==> src/rtl/control_unit.sv <==
// control_unit: multi-cycle micro-step sequencer that drives every datapath control strobe
module control_unit #(
    parameter int MAX_STEP = 7
) (
    input  logic        clk,
    input  logic        clr,
    input  logic [31:0] ir,
    input  logic        mem_rdy,
    output logic [15:0] reg_in,
    output logic [15:0] reg_out,
    output logic        PC_in,
    output logic        Inc_PC,
    output logic        IR_in,
    output logic        Y_in,
    output logic        Z_in,
    output logic        HI_in,
    output logic        LO_in,
    output logic        MAR_in,
    output logic        MDR_in,
    output logic        read,
    output logic        write,
    output logic        PCout,
    output logic        ZLOWout,
    output logic        ZHIout,
    output logic        LOout,
    output logic        HIout,
    output logic        MDRout,
    output logic        inPortout,
    output logic        Cout,
    output logic [4:0]  ALU_select,
    output logic        run,
    output logic        illegal_op
);
    typedef enum logic [$clog2(MAX_STEP+1)-1:0] {T0, T1, T2, T3, T4, T5, T6, T7} step_t;

    localparam logic [4:0] OP_LD   = 5'b00000;
    localparam logic [4:0] OP_LDI  = 5'b00001;
    localparam logic [4:0] OP_ST   = 5'b00010;
    localparam logic [4:0] OP_ADD  = 5'b00011;
    localparam logic [4:0] OP_SHL  = 5'b01000;
    localparam logic [4:0] OP_ADDI = 5'b01100;
    localparam logic [4:0] OP_MUL  = 5'b01111;
    localparam logic [4:0] OP_DIV  = 5'b10000;
    localparam logic [4:0] OP_JR   = 5'b10100;
    localparam logic [4:0] OP_IN   = 5'b10110;
    localparam logic [4:0] OP_MFHI = 5'b11000;
    localparam logic [4:0] OP_MFLO = 5'b11001;
    localparam logic [4:0] OP_NOP  = 5'b11010;
    localparam logic [4:0] OP_HALT = 5'b11011;

    step_t       step_q, step_d, last_step;
    logic        halted_q, halted_d;
    logic [4:0]  op;
    logic [15:0] ra_oh, rb_oh, rc_oh;
    logic        is_alu, is_addr, is_ld, is_st, is_md, legal, mem_wait;
    logic        unused_ir;

    assign op        = ir[31:27];
    assign ra_oh     = 16'd1 << ir[26:23];
    assign rb_oh     = 16'd1 << ir[22:19];
    assign rc_oh     = 16'd1 << ir[18:15];
    assign unused_ir = ^ir[14:0];
    assign is_alu    = op >= OP_ADD && op <= OP_SHL;
    assign is_ld     = op == OP_LD;
    assign is_st     = op == OP_ST;
    assign is_addr   = op == OP_ADDI || is_ld || is_st;
    assign is_md     = op == OP_MUL || op == OP_DIV;
    assign legal     = op <= OP_SHL || op == OP_ADDI || is_md || op == OP_JR || op == OP_IN ||
                       op == OP_MFHI || op == OP_MFLO || op == OP_NOP || op == OP_HALT;
    assign run       = !clr && !halted_q;

    // Sequencing: last execute step per instruction class, memory steps stall until mem_rdy
    always_comb begin
        last_step = (is_ld || is_st) ? T7 : is_md ? T6 : (is_alu || op == OP_ADDI) ? T5 : T3;
        mem_wait  = !mem_rdy && (step_q == T1 || (step_q == T6 && is_ld) || (step_q == T7 && is_st));
        step_d    = clr ? T0 : (halted_q || mem_wait) ? step_q :
                    step_q == last_step ? T0 : step_t'(step_q + 1'b1);
        halted_d  = !clr && (halted_q || (step_q == T3 && op == OP_HALT));
    end

    // Step and halt state, cleared synchronously by clr
    always_ff @(posedge clk) begin
        step_q   <= step_d;
        halted_q <= halted_d;
    end

    // Strobe decode from step and opcode; everything is silenced while clr is high or halted
    always_comb begin
        reg_in     = '0;
        reg_out    = '0;
        {PC_in, Inc_PC, IR_in, Y_in, Z_in, HI_in, LO_in, MAR_in, MDR_in, read, write} = '0;
        {PCout, ZLOWout, ZHIout, LOout, HIout, MDRout, inPortout, Cout} = '0;
        ALU_select = '0;
        illegal_op = 1'b0;
        if (run) begin
            case (step_q)
                T0: {PCout, MAR_in, Inc_PC} = 3'b111;
                T1: {read, MDR_in} = 2'b11;
                T2: {MDRout, IR_in} = 2'b11;
                T3: begin
                    reg_out    = (is_alu || is_addr) ? rb_oh : (is_md || op == OP_JR) ? ra_oh : '0;
                    Y_in       = is_alu || is_addr || is_md;
                    PC_in      = op == OP_JR;
                    Cout       = op == OP_LDI;
                    HIout      = op == OP_MFHI;
                    LOout      = op == OP_MFLO;
                    inPortout  = op == OP_IN;
                    reg_in     = (Cout || HIout || LOout || inPortout) ? ra_oh : '0;
                    illegal_op = !legal;
                end
                T4: begin
                    reg_out    = is_alu ? rc_oh : is_md ? rb_oh : '0;
                    Cout       = is_addr;
                    Z_in       = is_alu || is_addr || is_md;
                    ALU_select = (is_alu || is_md) ? op : is_addr ? OP_ADD : '0;
                end
                T5: begin
                    ZLOWout = is_alu || is_addr || is_md;
                    reg_in  = (is_alu || op == OP_ADDI) ? ra_oh : '0;
                    MAR_in  = is_ld || is_st;
                    LO_in   = is_md;
                end
                T6: begin
                    read    = is_ld;
                    MDR_in  = is_ld || is_st;
                    reg_out = is_st ? ra_oh : '0;
                    ZHIout  = is_md;
                    HI_in   = is_md;
                end
                T7: begin
                    MDRout = is_ld;
                    reg_in = is_ld ? ra_oh : '0;
                    write  = is_st;
                end
            endcase
        end
    end
endmodule

==> config.mk <==
export PLATFORM = sky130hd
export DESIGN_NAME = control_unit
export DESIGN_NICKNAME = d
export VERILOG_FILES = /design/src/rtl/control_unit.sv
export SDC_FILE = /design/constraint.sdc
export NUM_CORES = 1
export LEC_CHECK = 0
export ABC_AREA = 1
export BUFFER_PORTS_ARGS = -buffer_cell sky130_fd_sc_hd__buf_2
export CAP_MARGIN = 20
export CORE_UTILIZATION = 48
export CTS_BUF_LIST = sky130_fd_sc_hd__clkbuf_16
export CTS_CLUSTER_SIZE = 20
export DETAILED_ROUTE_END_ITERATION = 10
export HOLD_SLACK_MARGIN = 0.15
export PLACE_DENSITY = 0.82
export REMOVE_ABC_BUFFERS = 1
export SKIP_CTS_REPAIR_TIMING = 1
export SLEW_MARGIN = 5
export SYNTH_ARGS = -nofsm -noshare
export SYNTH_HDL_FRONTEND = slang
export SYNTH_SLANG_ARGS = --single-unit
==> constraint.sdc <==
create_clock -name clk -period 2.2 [get_ports clk]
set_clock_uncertainty 0.2 [all_clocks]
set_input_delay 0.22 -clock clk [delete_from_list [all_inputs] [get_ports clk]]
set_output_delay 0.22 -clock clk [all_outputs]
set_load 0.02 [all_outputs]
== After elaboration in Yosys (flattened, before gate mapping) ==
Cells that the tools add are included.
Storage, ports and cells
  output and inout bits: 58
  logic and storage cells: 120
  input port bits: 35
  flip-flop bits (word level): 4
Operators by class
  $add $sub $neg: 1
  equality and inequality tests: 19
  multiplexer cells: 56
  reduce and logical (&&, ||, !) cells: 37
  shifts and indexed selects: 3
  $lt $le $gt $ge: 2
Operator list (count)
  $mux 16: 10
  $pmux 16 s3: 2
  $shl 1x4->16 const A: 3
  $eq 5x5->1 const B: 7
  $mux 1: 31
  $logic_or 1x1->1: 24
  $mux 5: 3
  $eq 3x3->1 const B: 4
  $mux 3: 4
  $eq 5x4->1 const B: 2
  $pmux 1 s2: 5
  $logic_and 1x1->1: 7
  $eq 3x2->1 const B: 2
  $eq 5x1->1 const B: 1
  $eq 5x2->1 const B: 1
  $ge 5x2->1 const B: 1
  $le 5x4->1 const B: 1
  $logic_not 5->1: 1
  $logic_not 1->1: 4
  $add 3x1->3 const B: 1
  $eq 3x1->1 const B: 1
  $eq 3x3->1: 1
  $logic_not 3->1: 1
  $mux 2: 1

== Depth between registers and ports, before layout ==
Gate-level depths: netlist (run 1).
  depth after elaboration: 12
  depth in mapped cells: 11
  depth with buffers taken out: 11

== Least setup slack after synthesis (run 1) ==
Ideal clock, no wire load.
  kind: register -> output
  from: reg step_q[1]
  to: out LOout
  data required time: 1780 ps
  setup slack: -218 ps
  cell stages (with the launch flop): 8
  buffers on the path: 1
  arrival time: 1998 ps
  path through: dfxtp_1 -> ha_1 -> ha_1 -> clkbuf_1 -> inv_1 -> nor2_1 -> inv_1 -> nor4_1
On the way
  word-level cells in the longest chain between the ends: 3
Ends and longest elaborated chain
  start, declared: RTL line 51  | step_t step_q, step_d, last_step;
  start signal, assigned: RTL line 83  | step_q <= step_d;
  $eq 3x2->1: RTL line 96  | case (step_q)
  $mux 1: RTL line 96
  $mux 1: RTL line 95  | if (run) begin
  end, declared: RTL line 25  | output logic LOout,
No other way between the ends.

== Worst setup path in the final report (run 1) ==
  from: reg step_q[0]
  to: out reg_out[1]
On the way
  word-level cells in the longest chain between the ends: 3
  elaborated cells on any way between the ends: 5
  classes of those cells: eq/ne (3); mux (2)
Ends and longest elaborated chain
  $eq 3x3->1 or $eq 3x2->1 (tied branches): RTL line 96
  $pmux 16 s3 *: RTL line 96
  $mux 16 *: RTL line 95
  end, declared: RTL line 10  | output logic [15:0] reg_out,
Every way passes the cells marked *; elsewhere a longest branch is shown, timed or not.

==> results.md, run 1 <==
- Status: completed
- Final core occ: 0.753
- Int Power: 0.534 mW
- DIE AREA: 0.00432 mm^2
- Largest family of logic cells by synthesized area: simple AND/OR/NAND/NOR gates
- Most frequent cells in the layout: buf_2, nand2_1, nor2_1, nand3_1
- Average wire per standard cell: 15.3 um
- Top Metal Used: met4
- Seq/Total Area, Yosys: 0.0411
- Setup TNS: 0 ps
- Switching Power: 0.462 mW
- Final design area excluding fillers: 0.00284 mm^2
- CTS tree: done
- Fill cell count: 299
- Multi-input gate area in the final layout: 0.00170 mm^2
- Number of flops mapped to enable cells by yosys: 0
- GRT Total Usage: 0.320
- CP startpoint kind: flip-flop
- Post-Syn Area: 0.00195 mm^2
- Row count: 22
- Post-DP Area: 0.00247 mm^2
- Post-DP HPWL: 5.51 mm
- M1 wire length: 2.95 mm
- Simple-Gate Fraction of Synth Area: 0.486
- Worst skew pair latency: 230 ps
- Total CTS buffers: 3
- First drt pass iteration count: 6
- Met2 routed WL: 3.89 mm
- Cell family with the largest share of critical-path delay: buffers and inverters
- Initial Utilization: 0.517
- Finished Layout Cells: 514
- Worst path depth: 10
- Post-synthesis compound-gate area fraction: 0.283
- RSZ-0062 raised after global routing: yes
- Crit-path slowest cell: dfxtp_2
- Cell area power density: 351 mW/mm^2
- Starting DRC count in detailed routing: 462
- Crit path max fanout: 3
- Routed wl met3: 695 um
- Proportion of synthesized area in mux cells: 0
- Total number of yosys warnings: 0
- Worst r2r src: step_q[1]
- Layout cells sized above 1: 0.369
- Commonest non-fill, non-tap cell in the layout: buf_2
- Synth Register Bits: 4
- Final setup fails: 0
- Routed WL: 7.88 mm
- Pin count of the biggest net entering global routing: 20
- Initial antenna violation count: 0
- Top Ports: 93
- First-pass GRT wire length: 11.0 mm
- Crit path capture type: output pin
- # DRC: 0
- Post-synth top area share: 0.110
- FF-to-FF path depth: 9
- Syn_area_per_cell: 5.18 um^2
- Area share of xor/xnor cells in the synthesized design: 0
- Max-Cap Viols: 0
- Adder-cell share of the synthesized area: 0.0385
- CP Capture Point: reg_out[1]
- Delay of the slowest cell on the worst path: 320 ps
- CP startpoint: step_q[0]
- Most used DFF post-synth: dfxtp_1
- Final nets: 509
- Endpoints failing hold: 0
- Clock power share: 0.288
- Area Growth Syn to Fin: 45.9%
- Clock transition at the registers of the reported paths: 30 ps
- Worst rel slew slack: 0.782
- CTS root buf: clkbuf_16
- Die width: 65.7 um
- Top cells by area, synth: nand3_1, o21ai_0, nand2_1, nor2_1, nand4_1
- H-Tree Depth: 1
- Placed cells: 503
- Crit path cell chain: inv_1 > ha_2 > nand2_2 > buf_6 > inv_4 > nand3_4 > nor2_2 > a31oi_1 > a21oi_1 > buf_4
- Sequential Power Share: 0.103
- Vias per cell: 6.09
- Post-route ant nets: 0
- ANT cells: 0
- Clk sinks: 4
- Arr. time, crit path: 1760 ps
- Final period util: 0.989
- Max-slew violation count: 0
- CTS max path bufs: 2
- Post-synthesis cell type count: 30
- Port Buffer Count: 77
- Cells after Synth: 376
- DR vias: 3129
- Maximum clock frequency: 0.459 GHz
- IR drop worst, VDD: 0.856 mV
- Chip height: 65.7 um
- Leading area contributor after synthesis: nand3_1
- Leakage: 1.25 nW
- Crit Path Category: flip-flop to output pin
- Core box area: 0.00377 mm^2
- Crit path time final: 2180 ps
- Ys async rst share: 0
- Buf/Inv on CP: 4
- Min Hold Slack: 280 ps
- Vias in the first global route: 2515
- Worst R2R End: step_q[2]
- Grt total ovfl: 0
- Sw Ratio: 0.464
- Critical path required time: 1780 ps
- Comb pwr share: 0.609
- Worst hold path class: input port to flip-flop
- Slew @ Worst Pin: 324 ps
- Worst reg2reg setup slack: 350 ps
- RD Place Congestion: 0.951
- Register Area: 83.8 um^2
-- how the worst min path moves through the flow --
stage,start,endpoint,slack (ps),cells after the start
2_1_floorplan,clr,halted_q,90,1
3_3_place_gp,clr,halted_q,250,2
3_5_place_dp,clr,step_q[2],250,2
4_1_cts,clr,step_q[2],30,2
5_1_grt,ir[31],halted_q,300,4
6_report,ir[31],halted_q,280,4
-- worst reg2reg max path, stage by stage (launching register included) --
cell and delay (ps):
dfxtp_2 360, ha_2 230, ha_2 230, nand3_1 130
nand3_1 100, nand2_1 60, nand2_1 180, nor2_1 70
o21ai_1 100, a21oi_1 80
-- synth_stat cells, types with 2 or more instances --
cell type and instances:
inv_1 36, ha_1 6, buf_4 3, nand4_1 27, nand3_1 43, nor2_2 14
o22ai_1 5, buf_6 2, nor2_1 48, buf_2 8, o21ai_1 7, nand3_2 2
dfxtp_1 4, o21ai_0 42, nand2_2 3, a21oi_1 28, inv_2 4, nand2_1 50
nor3_1 5, nor4_1 2, clkbuf_1 11, clkinv_1 5, a31oi_1 14
-- sequential cells by signal, summed over array words and instances, names as in the netlist --
name,cells
halted_q,1
step_q,3
-- final cells by class --
cell class,count,area share
clock buffers,3,0.0264
inverters,45,0.0638
multi-input cells,303,0.600
flip-flops and latches,4,0.0295
well taps,48,0.0211
repair buffers,111,0.259
-- layer usage --
metal,vias up,track usage
met5,-,0
met4,0,0.128
met3,41,0.0156
met2,215,0.580
met1,1388,0.386
li1,1485,-
-- logic make-up (layout without fill, tap and decap cells) --
group	after synthesis	after routing
and+or+nand+nor	196	196
AOI/OAI and AO/OA	101	101
buffers and inverters	69	159
adders and majority gates	6	6
DFF	4	4
-- power by group through the flow --
| stage | Combinational [mW] | Clock [mW] | Sequential (mW) |
|---|---|---|---|
| finish | 0.607 | 0.287 | 0.103 |
| detailed placement | 0.514 | 0 | 0.100 |
| global route | 0.660 | 0.293 | 0.106 |
| floorplan | 0.314 | 0 | 0.0972 |
| global placement | 0.503 | 0 | 0.100 |
| CTS | 0.519 | 0.285 | 0.0992 |
-- stage by stage --
| stage | power, mW | worst slack [ps] |
|---|---|---|
| floorplan | 0.411 | -297 |
| global placement | 0.603 | 78.5 |
| detailed placement | 0.614 | 38.6 |
| CTS | 0.903 | -201 |
| global route | 1.06 | -95.4 |
| finish | 0.997 | 23.6 |
Power figures use the tool's default switching activity.
==> run 2, diff against run 1 <==
--- a/config.mk
+++ b/config.mk
@@ -6,14 +6,14 @@
 export NUM_CORES = 1
 export LEC_CHECK = 0
 export ABC_AREA = 1
-export BUFFER_PORTS_ARGS = -buffer_cell sky130_fd_sc_hd__buf_2
 export CAP_MARGIN = 20
-export CORE_UTILIZATION = 48
+export CORE_UTILIZATION = 62
 export CTS_BUF_LIST = sky130_fd_sc_hd__clkbuf_16
 export CTS_CLUSTER_SIZE = 20
 export DETAILED_ROUTE_END_ITERATION = 10
+export DONT_BUFFER_PORTS = 1
 export HOLD_SLACK_MARGIN = 0.15
-export PLACE_DENSITY = 0.82
+export PLACE_DENSITY = 0.78
 export REMOVE_ABC_BUFFERS = 1
 export SKIP_CTS_REPAIR_TIMING = 1
 export SLEW_MARGIN = 5
==> run 2 against run 1 <==
Compared with the run above:
- the run now ends with DRC, setup timing left
- combinational power hardly changed
- critical path depth stayed put
- first-iteration DRC count grew to 3.3 times the previous value
- non-clock buffer count is 46 lower
- clock power is 3% higher
- global-route usage is 11 points higher
- highest routed layer unchanged
- critical path type unchanged
- worst hold slack worse by 14 ps
- clock-buffer cell count stayed put
==> results.md, run 2 (synthesis gave the netlist of run 1 again) <==
- Crit path capture type: output pin
- Clock power share: 0.289
- Max-Cap Viols: 0
- Largest Register: step_q
- Top Ports: 93
- Average wire per standard cell: 22.7 um
- Final setup fails: 38
- Initial Utilization: 0.677
- Maximum clock frequency: 0.410 GHz
- Layout cells sized above 1: 0.290
- Max-slew violation count: 0
- Worst hold path class: input port to flip-flop
- Final worst setup slack: -240 ps
- Starting DRC count in detailed routing: 1537
- Total CTS buffers: 3
- Cell area power density: 386 mW/mm^2
- Crit path time final: 2440 ps
- Die width: 58.1 um
- ANT cells: 0
- Core box area: 0.00288 mm^2
- H-Tree Depth: 1
- Sequential Power Share: 0.115
- Setup TNS: -3540 ps
- Endpoints failing hold: 0
- Leakage: 1.02 nW
- Most frequent cells in the layout: buf_4, nand2_1, nand3_1, o21ai_0, nor2_1
- Area Growth Syn to Fin: 36.2%
- CTS max path bufs: 2
- Vias per cell: 7.77
- Slew @ Worst Pin: 580 ps
- Max reg flops: 3
- First-pass GRT wire length: 11.5 mm
- First drt pass iteration count: 11
- DIE AREA: 0.00337 mm^2
- Critical path required time: 1780 ps
- Initial antenna violation count: 0
- Pin count of the biggest net entering global routing: 18
- Status: complete, but fails checks
- Crit path max fanout: 8
- Chip height: 58.1 um
- Final period util: 1.11
- Grt total ovfl: 0
- Placed cells: 449
- Comb pwr share: 0.596
- CTS root buf: clkbuf_16
- Port Buffer Count: 0
- Routed WL: 10.5 mm
- Worst skew pair latency: 230 ps
- GRT Total Usage: 0.426
- DP Worst Slack: 28.0 ps
- Fill cell count: 118
- Worst rel slew slack: 0.619
- Row count: 19
- Arr. time, crit path: 2020 ps
- Sw Ratio: 0.499
- CTS tree: done
- Failing checks: DRC, setup timing
- Vias in the first global route: 2611
- Crit Path Category: flip-flop to output pin
- Switching Power: 0.511 mW
- Top Registers: step_q (3), halted_q (1)
- Post-route ant nets: 0
- CP startpoint kind: flip-flop
- Final nets: 463
- Int Power: 0.513 mW
- Clk sinks: 4
- Clock transition at the registers of the reported paths: 30 ps
- Commonest non-fill, non-tap cell in the layout: buf_4
- Post-DP Area: 0.00229 mm^2
- RD Place Congestion: 0.999
- Post-DP HPWL: 5.24 mm
- # DRC: 133
- Final core occ: 0.922
- Multi-input gate area in the final layout: 0.00173 mm^2
- Finished Layout Cells: 462
- IR drop worst, VDD: 0.790 mV
- DR vias: 3589
- Register Area: 88.8 um^2
- Final design area excluding fillers: 0.00265 mm^2
==> run 2: final timing paths <==
check	startpoint	endpoint	slack, ps	depth (start not counted)
hold reg to reg	step_q[1]	step_q[1]	330	2
hold / removal	mem_rdy	step_q[1]	270	5
setup / recovery	step_q[1]	reg_out[13]	-240	10
setup reg to reg	step_q[0]	step_q[1]	20	12
==> run 2: power groups by stage <==
stage	logic (mW)	clock network, mW	registers (mW)
finish	0.610	0.296	0.118
global route	0.630	0.304	0.118
CTS	0.463	0.292	0.101
detailed placement	0.450	0	0.101
global placement	0.438	0	0.101
floorplan	0.314	0	0.0972
==> run 2: worst max-delay path, stage by stage, from the launching register on <==
cell and delay (ps):
dfxtp_4 360, inv_1 130, ha_1 250, nand2_1 150, inv_2 120, buf_4 160, nand3_1 100, o21ai_0 150
nor2_1 110, nor2_1 110, buf_4 150
==> run 2: layout make-up <==
cell class | count | area share
multi-input cells | 303 | 0.653
inverters | 45 | 0.0660
well taps | 42 | 0.0198
flip-flops and latches | 4 | 0.0335
repair buffers | 65 | 0.200
clock buffers | 3 | 0.0283
==> run 2: through the flow <==
stage / hold WS, ps / power (mW)
6_report: 265 / 1.02
5_1_grt: 309 / 1.05
4_1_cts: -142 / 0.856
3_5_place_dp: 91.7 / 0.552
3_3_place_gp: 90.3 / 0.539
2_1_floorplan: 89.1 / 0.411
==> run 2: per-layer routing <==
metal | track usage | up-vias | wire (um)
met4 | 0.259 | 0 | 1450
met5 | 0 | - | 0
met3 | 0.0804 | 223 | 1660
met1 | 0.479 | 1452 | 3210
li1 | - | 1388 | -
met2 | 0.741 | 526 | 4160
